<file path="src/rtl/jump_field_encoder.sv">
// jump_field_encoder: turns a jump target byte address into a MIPS J-type
// word (j / jal) and buffers the result in a 2-entry output FIFO.
// Each result also carries two error flags: a misaligned target, and a
// target outside the 256 MB region of PC+4.
// Optional feature macro: JUMP_ENC_ERRCNT_EN adds the saturating err_count
// output, which counts accepted requests whose error flags are nonzero.
module jump_field_encoder (
  input  logic        clk,
  input  logic        rst_n,
  input  logic        in_valid,
  output logic        in_ready,
  input  logic [31:0] in_pc,
  input  logic [31:0] in_target,
  input  logic        in_link,
  output logic        out_valid,
  input  logic        out_ready,
  output logic [31:0] out_instr,
  output logic [1:0]  out_err
`ifdef JUMP_ENC_ERRCNT_EN
  ,
  output logic [7:0]  err_count
`endif
);

  localparam logic [5:0] OP_J   = 6'b000010;
  localparam logic [5:0] OP_JAL = 6'b000011;

  // FIFO storage: each entry is {instr, err}
  logic [33:0] r_mem [2];
  logic        r_wptr;
  logic        r_rptr;
  logic [1:0]  r_count;
  // Head copy driving the outputs; it keeps the last value while empty
  logic [33:0] r_head;

  logic [31:0] w_pc4;
  logic [1:0]  w_err;
  logic [31:0] w_instr;
  logic        w_push;
  logic        w_pop;
  logic        w_rptr_next;
  logic [1:0]  w_count_next;
  logic [33:0] w_head_next;

  // The ready and valid flags come from registered occupancy only
  assign in_ready  = (r_count != 2'd2);
  assign out_valid = (r_count != 2'd0);
  assign out_instr = r_head[33:2];
  assign out_err   = r_head[1:0];

  assign w_push = in_valid && in_ready;
  assign w_pop  = out_valid && out_ready;

  // Encode the request and flag alignment and region errors
  always_comb begin
    w_pc4    = in_pc + 32'd4;
    w_err    = {(in_target[31:28] != w_pc4[31:28]), (|in_target[1:0])};
    w_instr  = {(in_link ? OP_JAL : OP_J), in_target[27:2]};
    if (w_err != 2'b00) begin
      w_instr = 32'h0;
    end
  end

  // Work out the next occupancy and the entry that will be at the head
  always_comb begin
    w_rptr_next  = r_rptr ^ w_pop;
    w_count_next = r_count + {1'b0, w_push} - {1'b0, w_pop};
    // A push into the slot that becomes the head is forwarded straight
    // through, because that slot is only written at this same edge
    if (w_push && (r_wptr == w_rptr_next)) begin
      w_head_next = {w_instr, w_err};
    end else begin
      w_head_next = r_mem[w_rptr_next];
    end
  end

  // Update the FIFO storage, the pointers, the occupancy and the head register
  always_ff @(posedge clk) begin
    if (!rst_n) begin
      for (int i = 0; i < 2; i++) begin
        r_mem[i] <= '0;
      end
      r_wptr  <= 1'b0;
      r_rptr  <= 1'b0;
      r_count <= 2'd0;
      r_head  <= '0;
    end else begin
      if (w_push) begin
        r_mem[r_wptr] <= {w_instr, w_err};
      end
      r_wptr  <= r_wptr ^ w_push;
      r_rptr  <= w_rptr_next;
      r_count <= w_count_next;
      if (w_count_next != 2'd0) begin
        r_head <= w_head_next;
      end
    end
  end

`ifdef JUMP_ENC_ERRCNT_EN
  logic [7:0] r_err_count;

  assign err_count = r_err_count;

  // Count accepted erroneous requests at the accepting edge; saturates at 8'hFF
  always_ff @(posedge clk) begin
    if (!rst_n) begin
      r_err_count <= 8'h00;
    end else if (w_push && (w_err != 2'b00) && (r_err_count != 8'hFF)) begin
      r_err_count <= r_err_count + 8'd1;
    end
  end
`endif

endmodule
</file>
<file path="config.mk">
export PLATFORM = sky130hd
export DESIGN_NAME = jump_field_encoder
export DESIGN_NICKNAME = d
export VERILOG_FILES = /design/src/rtl/jump_field_encoder.sv
export SDC_FILE = /design/constraint.sdc
export NUM_CORES = 1
export LEC_CHECK = 0
export ABC_AREA = 1
export CORE_MARGIN = 2
export CORE_UTILIZATION = 50
export CTS_CLUSTER_DIAMETER = 50
export DETAILED_ROUTE_END_ITERATION = 16
export DONT_BUFFER_PORTS = 1
export GPL_TIMING_DRIVEN = 0
export PLACE_DENSITY = 0.69
export SLEW_MARGIN = 20
export SYNTH_ARGS = -nofsm -noshare
export SYNTH_HDL_FRONTEND = slang
export SYNTH_SLANG_ARGS = --single-unit
export TNS_END_PERCENT = 5
</file>
<file path="constraint.sdc">
create_clock -name clk -period 4.2 [get_ports clk]
set_input_delay 0.84 -clock clk [delete_from_list [all_inputs] [get_ports clk]]
set_output_delay 0.84 -clock clk [all_outputs]
set_load 0.02 [all_outputs]
</file>
==> key figures <==
Clock network
  • CTS tree: yes
  • Cts hold-fix bufs: 0
  • Clock root cell: clkbuf_8
  • Setup bufs post-CTS: 0
  • Max Root-Sink Buffers: 2
  • Post-CTS sizing: 0
  • CTS sink count: 94
  • Clk slew on worst S/H paths: 90 ps
  • TritonCTS Buffers: 9
  • Clock latency at the later pin of the worst-skew pair: 370 ps
  • Maximum level of the CTS H-tree: 3

Hold path
  • Worst Hold Class: flop to flop
  • Min-delay src: r_wptr$_SDFF_PN0_

Status
  • Outcome: finished clean

Synthesis
  • Syn avg cell area: 8.18 um^2
  • Top cells by area, synth: edfxtp_1 (39%), dfxtp_1 (15%), nand2_1 (12%)
  • Register area share after synthesis: 53.0%
  • Cell count after synthesis: 572
  • Warnings, synthesis: 0
  • Post-Syn Area: 0.00468 mm^2
  • Yosys top cell by area: edfxtp_1
  • Share of the synthesized area in the top cell type: 38.5%
  • Distinct cell type count of the synthesized netlist: 24
  • Seq cells post-synth: 94

Die
  • Die ar.: 0.0101 mm^2
  • Starting Density: 51.1%
  • Cell row count: 35
  • Die width: 101 um
  • Die Y: 101 um
  • Core ar.: 0.00915 mm^2
  • Ports: 105

Route
  • DR iter-0 viols: 234
  • Vias per cell: 5.32
  • WL final: 10900 um
  • Avg WL per Cell: 15.5 um
  • Met3 WL post-DR: 618 um
  • Met2 WL post-DR: 5560 um
  • DRT Pass-1 Iters: 4
  • Max layer used: met4
  • Met1 Wirelength: 4560 um
  • Total number of vias: 3735
  • DR DRC count: 0
  • Antenna Violating Nets Remaining: 0

Critical path
  • Setup crit start kind: flop
  • Crit. Startpoint: r_count[0]$_SDFF_PN0_
  • CP Max Fanout: 10
  • CP required: 4500 ps
  • R2R Path Start: r_count[0]$_SDFF_PN0_
  • CP Class: flop to flop
  • Worst Setup End Kind: flop
  • CP arrival: 3020 ps

Placed design
  • Gpl congestion: 0.811
  • Port bufs: 0
  • HPWL after DPL: 7370 um

Layout
  • Fillers: 837
  • Syn-to-layout area delta: 7.91%
  • Footprint of the multi-input gates: 0.00178 mm^2
  • Layout cells sized above 1: 10.7%
  • Nets: 657
  • Ant diodes: 0
  • Register Area: 0.00248 mm^2

Pwr
  • Total power: 3100 uW
  • Static Leak: 0.00225 uW
  • Pwr dens: 614 mW/mm^2
  • Maximum VDD drop: 0.262 mV

Global routing
  • Gr usage total: 22.5%
  • First-pass GRT wire length: 17600 um
  • Largest net degree at the start of global routing: 31
  • Grt total ovfl: 0
  • Initial antenna violation count: 0
  • Vias in the first global route: 3721

Timing
  • Clock Skew: 12.9 ps
  • Post-Route Setup TNS: 0 ps
  • Fin crit share: 64.8%
  • Final hold viol count: 0
  • Slew margin rel.: 46.9%
  • Slew Limit Fails: 0
  • Endpoints failing setup: 0
  • Fin crit period: 2720 ps
  • Max Clk Rate: 367 MHz
  • Worst slew pin tran: 794 ps
  • RSZ-0062 raised after global routing: no

Run
  • Max-cap violation count: 0
-- critical path, cell delays in order, from the launching register on --
cell	delay (ps)
dfxtp_1	320
inv_1	60
nand2_1	180
nand2_1	140
inv_1	50
ha_1	270
inv_1	40
ha_1	180
xnor2_1	180
xor2_1	200
nand2_1	170
inv_1	100
buf_2	230
buf_2	300
a21oi_1	80
a21oi_1	140
-- per-stage QoR --
| stage | setup slack [ps] | hold slack, ps | std cells | cell area, um^2 | util (%) |
|---|---|---|---|---|---|
| 6_report | 1480 | 517 | 702 | 5050 | 55.2 |
| 5_1_grt | 1230 | 552 | 702 | 5050 | 55.2 |
| 4_1_cts | 1470 | 514 | 702 | 5050 | 55.2 |
| 3_5_place_dp | 1280 | 497 | 686 | 4830 | 52.8 |
| 3_3_place_gp | 1260 | 493 | 686 | 4830 | 52.8 |
| 2_1_floorplan | 1670 | 474 | 575 | 4690 | - |
-- cell type report --
type | instances | area share [%]
sequential | 94 | 49.2
tap | 111 | 2.75
multi-input combinational | 389 | 35.3
clock buffer | 11 | 3.00
inverter | 57 | 4.24
buffer | 35 | 4.34
clock inverter | 5 | 1.26
-- sequential cells by signal, summed over array words and instances, names as in the netlist --
name	cells
r_count	2
r_head	30
r_mem	60
r_rptr	1
r_wptr	1
-- metal layers --
| layer | vias to the layer above | global-route usage, % |
|---|---|---|
| met5 | - | 0 |
| met3 | 12 | 4.65 |
| met1 | 1747 | 27.1 |
| met4 | 0 | 6.53 |
| li1 | 1874 | - |
| met2 | 102 | 40.7 |
-- synth_stat cells, drive strengths merged --
master	n
edfxtp	60
buf	25
o21bai	1
nand4	27
inv	57
xor2	3
a31oi	1
conb	1
ha	2
o21ai	30
nand3	10
nand2	154
nor2	97
xnor2	3
dfxtp	34
clkbuf	10
a21oi	57
-- final timing paths --
kind	end	slack, ps	depth (start not counted)
setup reg to reg	r_head[25]$_SDFFE_PN0P_	1480	15
hold reg to reg	r_wptr$_SDFF_PN0_	520	2
setup / recovery	r_head[25]$_SDFFE_PN0P_	1480	15
hold / removal	r_wptr$_SDFF_PN0_	520	2
-- cells in the final DEF (no fill, tap or decap), types with 2 or more instances in the layout --
cell      netlist  layout
edfxtp_1       60      60
nand4_1        27      27
inv_1          56      56
nand2_1       147     145
inv_6           0       2
nand2_2         5       7
nor2_4          3       3
buf_2          10      10
nand2_4         2       2
clkbuf_1       10      10
nor2_2          9       9
xnor2_1         3       3
o21ai_0        30      30
buf_6           5       5
nand3_1        10      10
ha_1            2       2
a21oi_1        57      57
clkbuf_8        0      11
dfxtp_1        34      34
buf_4          10      10
conb_1          1       4
nor2_1         85      85
xor2_1          3       3
-- power by group --
group | switching, uW | internal (uW)
Clock | 330 | 313
Combinational | 781 | 336
Sequential | 190 | 1150
-- cells by family (layout without fill, tap and decap cells) --
group	after synthesis	count (layout)	synth area share [%]
compound gates	89	89	9.60
xor+xnor	6	6	1.12
fa+ha+maj	2	2	0.535
buf+inv	92	108	9.25
flops	94	94	53.0
other cells	1	4	0.0801
simple gates	288	288	26.4
Note: power is estimated with default switching activity, not from simulation.
